**config.mk**
```make
export PLATFORM = sky130hd
export DESIGN_NAME = ppu_issue_ctrl
export DESIGN_NICKNAME = d
export VERILOG_FILES = /design/src/rtl/ppu_issue_ctrl.sv
export SDC_FILE = /design/constraint.sdc
export NUM_CORES = 1
export LEC_CHECK = 0
export ABC_AREA = 1
export CAP_MARGIN = 10
export CORE_MARGIN = 5
export CORE_UTILIZATION = 45
export DETAILED_ROUTE_END_ITERATION = 8
export PLACE_DENSITY = 0.84
export SYNTH_ARGS = -nofsm -noshare
export SYNTH_HDL_FRONTEND = slang
export SYNTH_SLANG_ARGS = --single-unit
```
**constraint.sdc**
```tcl
create_clock -name clk -period 6.9 [get_ports clk]
set_input_delay 1.38 -clock clk [delete_from_list [all_inputs] [get_ports clk]]
set_output_delay 1.38 -clock clk [all_outputs]
set_load 0.1 [all_outputs]
```
**src/rtl/ppu_issue_ctrl.sv**
```systemverilog
// Issue sequencer between EX-stage decode and the posit unit: latches operands,
// pulses one issue per op, waits for the result, handles flush and a watchdog.
module ppu_issue_ctrl #(
  parameter int unsigned OP_W    = 3,
  parameter int unsigned CNT_W   = 8,
  parameter int unsigned TIMEOUT = 200
) (
  input  logic             clk,
  input  logic             rst,
  input  logic             req_i,
  input  logic [31:0]      op_a_i,
  input  logic [31:0]      op_b_i,
  input  logic [OP_W-1:0]  op_i,
  input  logic             flush_i,
  output logic             ppu_valid_o,
  output logic [31:0]      ppu_in1_o,
  output logic [31:0]      ppu_in2_o,
  output logic [OP_W-1:0]  ppu_op_o,
  input  logic [31:0]      ppu_out_i,
  input  logic             ppu_valid_i,
  output logic [31:0]      result_o,
  output logic             ready_o,
  output logic             timeout_o,
  output logic             busy_o,
  output logic [CNT_W-1:0] lat_o
);

  localparam logic [CNT_W-1:0] CNT_LAST = CNT_W'(TIMEOUT - 1);
  localparam logic [CNT_W-1:0] CNT_ONE  = CNT_W'(1);

  typedef enum logic [2:0] {
    S_IDLE,
    S_ISSUE,
    S_WAIT,
    S_DONE,
    S_DRAIN
  } state_t;

  state_t            state, state_nxt;
  logic [CNT_W-1:0]  cnt, cnt_nxt;
  logic              to_flag, to_flag_nxt;
  logic [31:0]       in1_nxt, in2_nxt, result_nxt;
  logic [OP_W-1:0]   op_nxt;
  logic [CNT_W-1:0]  lat_nxt;

  // State and datapath registers
  always_ff @(posedge clk or posedge rst) begin
    if (rst) begin
      state     <= S_IDLE;
      cnt       <= '0;
      to_flag   <= 1'b0;
      ppu_in1_o <= '0;
      ppu_in2_o <= '0;
      ppu_op_o  <= '0;
      result_o  <= '0;
      lat_o     <= '0;
    end else begin
      state     <= state_nxt;
      cnt       <= cnt_nxt;
      to_flag   <= to_flag_nxt;
      ppu_in1_o <= in1_nxt;
      ppu_in2_o <= in2_nxt;
      ppu_op_o  <= op_nxt;
      result_o  <= result_nxt;
      lat_o     <= lat_nxt;
    end
  end

  // Next-state and datapath update
  always_comb begin
    state_nxt   = state;
    cnt_nxt     = cnt;
    to_flag_nxt = to_flag;
    in1_nxt     = ppu_in1_o;
    in2_nxt     = ppu_in2_o;
    op_nxt      = ppu_op_o;
    result_nxt  = result_o;
    lat_nxt     = lat_o;
    case (state)
      S_IDLE: begin
        if (req_i && !flush_i) begin
          in1_nxt     = op_a_i;
          in2_nxt     = op_b_i;
          op_nxt      = op_i;
          to_flag_nxt = 1'b0;
          state_nxt   = S_ISSUE;
        end
      end
      S_ISSUE: begin
        cnt_nxt = '0;
        if (flush_i) begin
          // A result arriving with the flush leaves nothing in flight to drain
          state_nxt = ppu_valid_i ? S_IDLE : S_DRAIN;
        end else if (ppu_valid_i) begin
          result_nxt = ppu_out_i;
          lat_nxt    = '0;
          state_nxt  = S_DONE;
        end else begin
          state_nxt = S_WAIT;
        end
      end
      S_WAIT: begin
        cnt_nxt = cnt + CNT_ONE;
        if (flush_i) begin
          if (ppu_valid_i) begin
            state_nxt = S_IDLE;
          end else begin
            cnt_nxt   = '0;
            state_nxt = S_DRAIN;
          end
        end else if (ppu_valid_i) begin
          result_nxt = ppu_out_i;
          lat_nxt    = cnt + CNT_ONE;
          state_nxt  = S_DONE;
        end else if (cnt == CNT_LAST) begin
          result_nxt  = '0;
          to_flag_nxt = 1'b1;
          state_nxt   = S_DONE;
        end
      end
      S_DONE: begin
        state_nxt = S_IDLE;
      end
      S_DRAIN: begin
        cnt_nxt = cnt + CNT_ONE;
        if (ppu_valid_i || (cnt == CNT_LAST)) begin
          state_nxt = S_IDLE;
        end
      end
      default: begin
        state_nxt = S_IDLE;
      end
    endcase
  end

  // A flush in DONE kills the completion, so ready is qualified by the live flush
  assign ppu_valid_o = (state == S_ISSUE);
  assign busy_o      = (state != S_IDLE);
  assign ready_o     = (state == S_DONE) && !flush_i;
  assign timeout_o   = ready_o && to_flag;

endmodule

```
==> results of run 1 <==
## layout by cell type, fill, tap and decap left out, drive strengths merged
master and n:
clkdlybuf4s50 214, nand2 176, inv 120, dfrtp 119
o21ai 79, nor2 46, nand4 34, clkbuf 19
nand3 8, clkinv 7, xor2 3, a22o 3
bufinv 3, clkinvlp 3, a21oi 3, buf 3
nor3 2, a211oi 1, and2 1, or2 1
ha 1
## layer usage
layer,part of all wire (%),vias up
met2,50,167
li1,-,2341
met4,4.4,0
met3,6.2,46
met1,40,2219
met5,0,-
## critical path: stages
cell and delay [ns]:
clkdlybuf4s50_1 0.51, nor3_1 0.43, and2_1 0.21, clkdlybuf4s50_1 1.13
## worst max path at each step
stage                        from        end  slack, ns
after floorplan           flush_i  timeout_o       1.07
after global placement    flush_i  timeout_o       1.94
after detailed placement  flush_i  timeout_o       1.90
after CTS                 flush_i  timeout_o       1.90
after global routing      flush_i  timeout_o       1.79
final                     flush_i  timeout_o       1.85
## through the flow
step                      hold slack, ns  util [%]  area, sq um  cells  setup WS (ns)
final                              0.467      70.5         8020    989           1.85
after global routing               0.491      70.5         8020    989           1.79
after CTS                          0.472      70.4         8000    988           1.90
after detailed placement           0.460      65.1         7400    956           1.90
after global placement             0.456      65.1         7400    956           1.94
after floorplan                    0.434         -         5190    626           1.07
## cell families (layout without fill, tap and decap cells)
group | after synthesis | count (layout) | synth area share [%]
buffers and inverters | 149 | 369 | 11.3
adder cells (fa/ha/maj) | 1 | 1 | 0.241
flip-flops | 119 | 119 | 57.4
AO/OA/AOI/OAI | 86 | 86 | 8.78
XOR/XNOR | 3 | 3 | 0.507
AND/OR/NAND/NOR | 268 | 268 | 21.8
## registers in the layout, indices dropped and copies added, names as in the netlist
name and cells:
to_flag 1, lat_o 8, ppu_in1_o 32, ppu_op_o 3
result_o 32, cnt 8, state 3, ppu_in2_o 32
## cell usage after synthesis, drive strengths merged, types with 2 or more instances
master  count  area share, %
nor2       46            3.3
buf        21            2.0
nor3        2           0.19
nand3       8           0.96
nand2     176             13
o21ai      79            7.6
nand4      34            4.2
inv       120            8.7
clkbuf      8           0.58
dfrtp     119             57
a22o        3           0.51
xor2        3           0.51
a21oi       3           0.51
## area by class of cell
class	count	share of cell area (%)
Timing Repair Buffer	217	27.1
Multi-Input combinational cell	358	20.4
Clock buffer	19	5.53
Tap cell	143	2.23
Clock inverter	13	1.94
Inverter	120	5.65
Sequential cell	119	37.2
==> results.yml, run 1 <==
layout:
  diodes: 0
  synthToLayoutAreaGrowth_pct: 54.5
  ff_latch_area_sq_mm: 0.00298
  fillers: 863
  drive_above_1_share_pct: 5.20
  num-nets-final: 938
  multiInputGateArea_sq_mm: 0.00164
clock_network:
  cts.sinks: 119
  cts_root_buffer: "clkbuf_16"
  numCtsBuffers: 17
  htreeDepth: 4
  cts_tree: "yes"
  cts_resized: 0
  cts_setup_buffers: 0
  cts.path.max_buffers: 2
  clk_latency_ns: 0.41
  hold_buffers: 0
  clk_pin_slew_ns: 0.05
route:
  postRouteAntennaNets: 0
  vias: 4773
  first_iter_violations: 374
  drt-pass1-iter-count: 4
  drcViolationCount: 0
  drt-vias-per-instance: 4.83
  wl_microns: 14500
  wl_per_cell_microns: 14.7
floorplan:
  die_h_microns: 117
  initial_core_util_pct: 45.6
  num_io_pins: 215
  die_area_sq_mm: 0.0138
  core.rowCount: 39
  core_sq_mm: 0.0114
  die-width_microns: 117
placement:
  dp_hpwl_microns: 10400
  io_buffers: 214
  gp_congestion: 0.861
synthesis:
  syn_nets: 731
  ys_warn_count: 0
  async_reset_ff_share_pct: 100
  synth_cells: 626
  ys_seq_area_share_pct: 57.4
  synth_ff_type: "dfrtp_1"
  ys_seq_elements: 119
  syn_area_per_cell_sq_um: 8.29
  netlist-cell-type-count: 23
  syn_area_sq_mm: 0.00519
  synth_edf_count: 0
timing:
  finalClockSkew_ns: 0.00619
  hold_viol: 0
  period_needed_ns: 5.05
  relSlewSlack_pct: 27.6
  setup_violations: 0
  period_share_pct: 73.1
  fmax_mhz: 198
  worst_pin_slew_ns: 1.09
  rsz0062_at_grt: "false"
  fin_tns_setup_ns: 0
  maxSlewViolCount: 0
hold_path:
  min-delay-start: "result_o[22]$_DFFE_PP0P_"
  hp-class: "reg -> reg"
  whs_path_depth: 2
  hold-path-endpoint: "result_o[22]$_DFFE_PP0P_"
critical_path:
  reg2reg_slack_ns: 4.17
  cp.required_ns: 5.52
  reg2regPathDepth: 6
  critPathLaunchType: "input pin"
  endpoint_kind: "output pin"
  crit_type: "in -> out"
  cp.arrival_ns: 3.67
  crit_fanout: 4
  r2r_end: "result_o[16]$_DFFE_PP0P_"
  regToRegStartpoint: "state[2]$_DFFE_PP0P_"
global_route:
  top_usage_layer: "met2"
  track_usage_pct: 21.2
  use_met2_pct: 35.1
  overflow: 0
  grt_pass1_wl_microns: 23800
  grt_pass1_vias: 4864
  grtUsageMet3_pct: 6.06
  use_met1_pct: 24.8
  grt_max_degree: 136
  antenna_found_initial: 0
run_status:
  status: "complete, no violations"
run:
  maxCapViolations: 0
Power of run 1 is not shown: default switching activity piles up to over one toggle a cycle in this logic, so the estimate is an artifact.
==> inputs of run 2 (changes only) <==
--- a/config.mk
+++ b/config.mk
@@ -8,9 +8,9 @@
 export ABC_AREA = 1
 export CAP_MARGIN = 10
 export CORE_MARGIN = 5
-export CORE_UTILIZATION = 45
+export CORE_UTILIZATION = 39
 export DETAILED_ROUTE_END_ITERATION = 8
-export PLACE_DENSITY = 0.84
+export PLACE_DENSITY = 0.77
 export SYNTH_ARGS = -nofsm -noshare
 export SYNTH_HDL_FRONTEND = slang
 export SYNTH_SLANG_ARGS = --single-unit
==> constraint.sdc (replaced) <==
create_clock -name clk -period 4 [get_ports clk]
set_input_delay 0.8 -clock clk [delete_from_list [all_inputs] [get_ports clk]]
set_output_delay 0.8 -clock clk [all_outputs]
set_load 0.1 [all_outputs]
==> run 2 against run 1 <==
  * Utilization decreased by 8.5 points
  * Via count decreased by 2.9%
  * Register-to-register slack got worse by 2.2 ns
  * Non-clock buffer count increased by 4
  * Highest routed layer unchanged
  * Setup slack got worse by 0.90 ns
  * Clock skew increased by 0.0049 ns
  * Critical path depth decreased by 1
  * Cell count increased by 3.7%
  * Clock-buffer cell count increased by 6
==> results.yml, run 2 (synthesis results as in run 1) <==
floorplan:
  core.rowCount: 42
  core_sq_mm: 0.0131
  die_area_sq_mm: 0.0157
  die_h_microns: 125
  num_io_pins: 215
  initial_core_util_pct: 39.5
  die-width_microns: 125
clock_network:
  cts.path.max_buffers: 2
  numCtsBuffers: 17
  htreeDepth: 4
  hold_buffers: 0
  cts_resized: 0
  cts_root_buffer: "clkbuf_16"
  cts.sinks: 119
  cts_setup_buffers: 0
  clk_latency_ns: 0.41
  cts_tree: "yes"
  clk_pin_slew_ns: 0.05
layout:
  reg.largest.list: "ppu_in1_o x32, ppu_in2_o x32, result_o x32"
  final_util_pct: 62.0
  final_cell_mix: "clkdlybuf4s50_1, nand2_1, dfrtp_1, inv_1, o21ai_0"
  drive_above_1_share_pct: 5.88
  final_common_cell: "clkdlybuf4s50_1"
  synthToLayoutAreaGrowth_pct: 57.1
  diodes: 0
  num-nets-final: 942
route:
  drcViolationCount: 0
  drt-vias-per-instance: 4.52
  wl_per_cell_microns: 14.2
  postRouteAntennaNets: 0
  first_iter_violations: 271
  vias: 4634
  drt-pass1-iter-count: 5
  wl_microns: 14600
hold_path:
  hp-class: "reg -> reg"
  whs_path_depth: 2
  min-delay-start: "result_o[3]$_DFFE_PP0P_"
  hold-path-endpoint: "result_o[3]$_DFFE_PP0P_"
critical_path:
  cp.buffers_inverters: 2
  max_stage_delay_ns: 0.99
  reg2reg_slack_ns: 2.02
  cp.arrival_ns: 2.24
  cp.required_ns: 3.20
  crit_fanout: 5
  r2r_end: "ppu_in1_o[18]$_DFFE_PP0P_"
  crit_slowest_cell: "clkdlybuf4s50_1"
  critPathLaunchType: "flop"
  crit_family: "buffers and inverters"
  endpoint_kind: "output pin"
  cp_cell_sequence: "nor3_1 > inv_1 > clkdlybuf4s50_1"
  reg2regPathDepth: 4
  path_depth: 3
  crit_type: "reg -> out"
  regToRegStartpoint: "state[1]$_DFFE_PP0P_"
timing:
  fmax_mhz: 328
  maxSlewViolCount: 0
  worst_pin_slew_ns: 1.02
  relSlewSlack_pct: 31.7
  period_share_pct: 76.1
  fin_tns_setup_ns: 0
  setup_violations: 0
  rsz0062_at_grt: "false"
  period_needed_ns: 3.04
  finalClockSkew_ns: 0.0110
  hold_viol: 0
global_route:
  overflow: 0
  grt_pass1_vias: 4618
  track_usage_pct: 18.6
  grt_pass1_wl_microns: 23500
  antenna_found_initial: 0
  grt_max_degree: 83
placement:
  dp_hpwl_microns: 10000
  gp_congestion: 0.830
  io_buffers: 214
run:
  maxCapViolations: 0
run_status:
  status: "complete, no violations"
## run 2: cell count changes in the layout (fill, tap and decap cells not counted), moves of 2 or more
cell	before	now
buf_12	0	2
buf_4	2	8
clkbuf_1	1	3
clkbuf_8	1	5
clkdlybuf4s50_1	214	211
clkinv_2	5	2
clkinvlp_4	3	0
## run 2: worst max-delay path by stage
stage                                     from                   endpoint  slack, ns
after floorplan                            rst         cnt[0]$_DFFE_PP0P_       0.04
after global placement                 flush_i  ppu_in1_o[19]$_DFFE_PP0P_       1.20
after detailed placement               flush_i  ppu_in1_o[18]$_DFFE_PP0P_       1.09
after CTS                 state[1]$_DFFE_PP0P_                     busy_o       0.94
after global routing      state[1]$_DFFE_PP0P_                     busy_o       0.88
final                     state[1]$_DFFE_PP0P_                     busy_o       0.96
## run 2: stage by stage
stage / std cells / worst slack (ns) / cell area (sq um) / hold WS [ns]
4_1_cts: 1026 / 0.938 / 8150 / 0.471
5_1_grt: 1026 / 0.877 / 8150 / 0.483
3_5_place_dp: 994 / 1.09 / 7500 / 0.458
6_report: 1026 / 0.956 / 8150 / 0.468
2_1_floorplan: 626 / 0.0425 / 5190 / 0.434
3_3_place_gp: 994 / 1.20 / 7500 / 0.453
## run 2: routing by layer
layer,global-route usage (%),vias to the layer above,wire length [microns]
met2,31.1,157,7410
met5,0,-,0
met4,7.46,0,269
met1,23.1,2111,6100
li1,-,2346,-
met3,4.65,20,777
## run 2: final cells by class
cell class	count	area, sq um
fill	1132	4990
inverter	120	453
tap	176	220
multi-input combinational	358	1640
clock buffer	25	505
timing repair buffer	221	2210
clock inverter	7	139
sequential	119	2980
## run 2: worst min-delay path: cells and delay by family (launching register included)
family           cells  cell delay (ns)
DFF                  1             0.34
and+or+nand+nor      2             0.10
Power of run 2 is left out for the same reason.
==> inputs of run 3 (changes only) <==
--- a/config.mk
+++ b/config.mk
@@ -8,9 +8,9 @@
 export ABC_AREA = 1
 export CAP_MARGIN = 10
 export CORE_MARGIN = 5
-export CORE_UTILIZATION = 39
+export CORE_UTILIZATION = 43
 export DETAILED_ROUTE_END_ITERATION = 8
-export PLACE_DENSITY = 0.77
+export PLACE_DENSITY = 0.8
 export SYNTH_ARGS = -nofsm -noshare
 export SYNTH_HDL_FRONTEND = slang
 export SYNTH_SLANG_ARGS = --single-unit
==> constraint.sdc (replaced) <==
create_clock -name clk -period 3.11 [get_ports clk]
set_input_delay 0.622 -clock clk [delete_from_list [all_inputs] [get_ports clk]]
set_output_delay 0.622 -clock clk [all_outputs]
set_load 0.1 [all_outputs]
==> run 3 against run 2 <==
  * Routed wire length down 3.7%
  * Clock-buffer cell count unchanged
  * Sequential share of layout area rose by 1.7 points
  * Sequential cell count unchanged
  * Via count increased by 2.0%
  * Clock skew decreased by 0.0037 ns
  * Cell count shrank 3.0%
  * Final area shrank 4.5%
  * Die area is 8.6% lower
  * Register-to-register slack worse by 0.76 ns
  * Non-clock buffer count up 1
  * Hold slack improved by 0.0072 ns
  * Critical path type is now in -> out
==> results.yml, run 3 (synthesis results as in run 1) <==
critical_path:
  cp.buffers_inverters: 2
  crit_fanout: 4
  max_stage_delay_ns: 0.52
  cp.arrival_ns: 1.87
  crit_family: "buffers and inverters"
  critPathLaunchType: "input pin"
  crit_slowest_cell: "clkdlybuf4s50_1"
  cp.required_ns: 2.49
  crit_type: "in -> out"
  cp_cell_sequence: "clkdlybuf4s50_1 > nor3_2 > and2_1 > buf_12"
  endpoint_kind: "output pin"
clock_network:
  numCtsBuffers: 17
  htreeDepth: 4
  cts_tree: "yes"
  clk_latency_ns: 0.40
  hold_buffers: 0
  cts_setup_buffers: 0
  cts_root_buffer: "clkbuf_16"
  cts.sinks: 119
  clk_pin_slew_ns: 0.05
  cts_resized: 0
  cts.path.max_buffers: 2
global_route:
  track_usage_pct: 19.9
  antenna_found_initial: 0
  overflow: 0
  grt_max_degree: 120
  grt_pass1_vias: 4719
  grt_pass1_wl_microns: 22900
timing:
  rsz0062_at_grt: "false"
  fmax_mhz: 401
  period_needed_ns: 2.50
  setup_violations: 0
  hold-worst-slack_ns: 0.476
  maxSlewViolCount: 0
  hold_viol: 0
  fin_tns_setup_ns: 0
  period_share_pct: 80.3
  fin_ws_ns: 0.613
  finalClockSkew_ns: 0.00729
  worst_pin_slew_ns: 0.608
  relSlewSlack_pct: 59.4
route:
  wl_microns: 14000
  drt-vias-per-instance: 4.75
  vias: 4725
  wl_per_cell_microns: 14.1
  drcViolationCount: 0
  postRouteAntennaNets: 0
  drt-pass1-iter-count: 6
  first_iter_violations: 375
floorplan:
  core.rowCount: 40
  die_h_microns: 120
  die_area_sq_mm: 0.0144
  num_io_pins: 215
  die-width_microns: 120
  initial_core_util_pct: 43.6
  core_sq_mm: 0.0119
layout:
  drive_above_1_share_pct: 18.3
  final_cell_mix: "nand2_1, dfrtp_1, inv_1, buf_4, clkdlybuf4s50_1"
  num-nets-final: 943
  reg.largest.list: "ppu_in1_o x32, ppu_in2_o x32, result_o x32"
  fillers: 971
  final_common_cell: "nand2_1"
  fin_area_sq_mm: 0.00778
  diodes: 0
  synthToLayoutAreaGrowth_pct: 50.0
hold_path:
  hp-class: "reg -> reg"
placement:
  dp_hpwl_microns: 10200
  io_buffers: 214
  pre_cts_slack_ns: 0.616
  placed_area_sq_mm: 0.00724
  gp_congestion: 0.864
run:
  maxCapViolations: 0
run_status:
  status: "complete, no violations"
-- run 3: changes by cell type in the layout (fill, tap and decap cells not counted), sizes merged --
cell | before | now
buf | 10 | 119
bufinv | 4 | 1
clkdlybuf4s50 | 211 | 103
clkinvlp | 0 | 1
inv | 120 | 119
-- run 3: metal layers --
metal	vias to the layer above	global-route usage (%)	part of all wire, %
met5	-	0	0
met4	0	8.52	3.9
met3	36	6.74	5.3
met2	160	32.5	49
met1	2186	24.2	42
li1	2343	-	-
-- run 3: worst paths after layout --
| kind | start | to | slack [ns] | cells past startpoint |
|---|---|---|---|---|
| max | flush_i | timeout_o | 0.61 | 4 |
| min | result_o[14]$_DFFE_PP0P_ | result_o[14]$_DFFE_PP0P_ | 0.48 | 2 |
| max reg2reg | state[2]$_DFFE_PP0P_ | result_o[10]$_DFFE_PP0P_ | 1.26 | 7 |
| min reg2reg | result_o[14]$_DFFE_PP0P_ | result_o[14]$_DFFE_PP0P_ | 0.48 | 2 |
| max in group asynchronous | rst | lat_o[6]$_DFFE_PP0P_ | 1.91 | 3 |
| min in group asynchronous | rst | ppu_in2_o[16]$_DFFE_PP0P_ | 0.76 | 3 |
-- run 3: layout make-up --
class / count / area, sq um / area share, %
clock buffers: 25 / 495 / 6.37
clock inverters: 4 / 45.0 / 0.579
inverters: 120 / 454 / 5.84
multi-input cells: 358 / 1640 / 21.1
flip-flops and latches: 119 / 2980 / 38.3
well taps: 147 / 184 / 2.36
repair buffers: 222 / 1990 / 25.5
-- run 3: worst min-delay path, delay by kind of cell, from the launching register on --
kind	cells	cell delay (ns)
flip-flops	1	0.34
AND/OR/NAND/NOR	2	0.10
-- run 3: metrics by stage --
step           std cells  util [%]
6_report             995      65.3
3_3_place_gp         966      60.8
4_1_cts              995      65.3
2_1_floorplan        626         -
5_1_grt              995      65.3
3_5_place_dp         966      60.8
Power of run 3 is left out for the same reason.
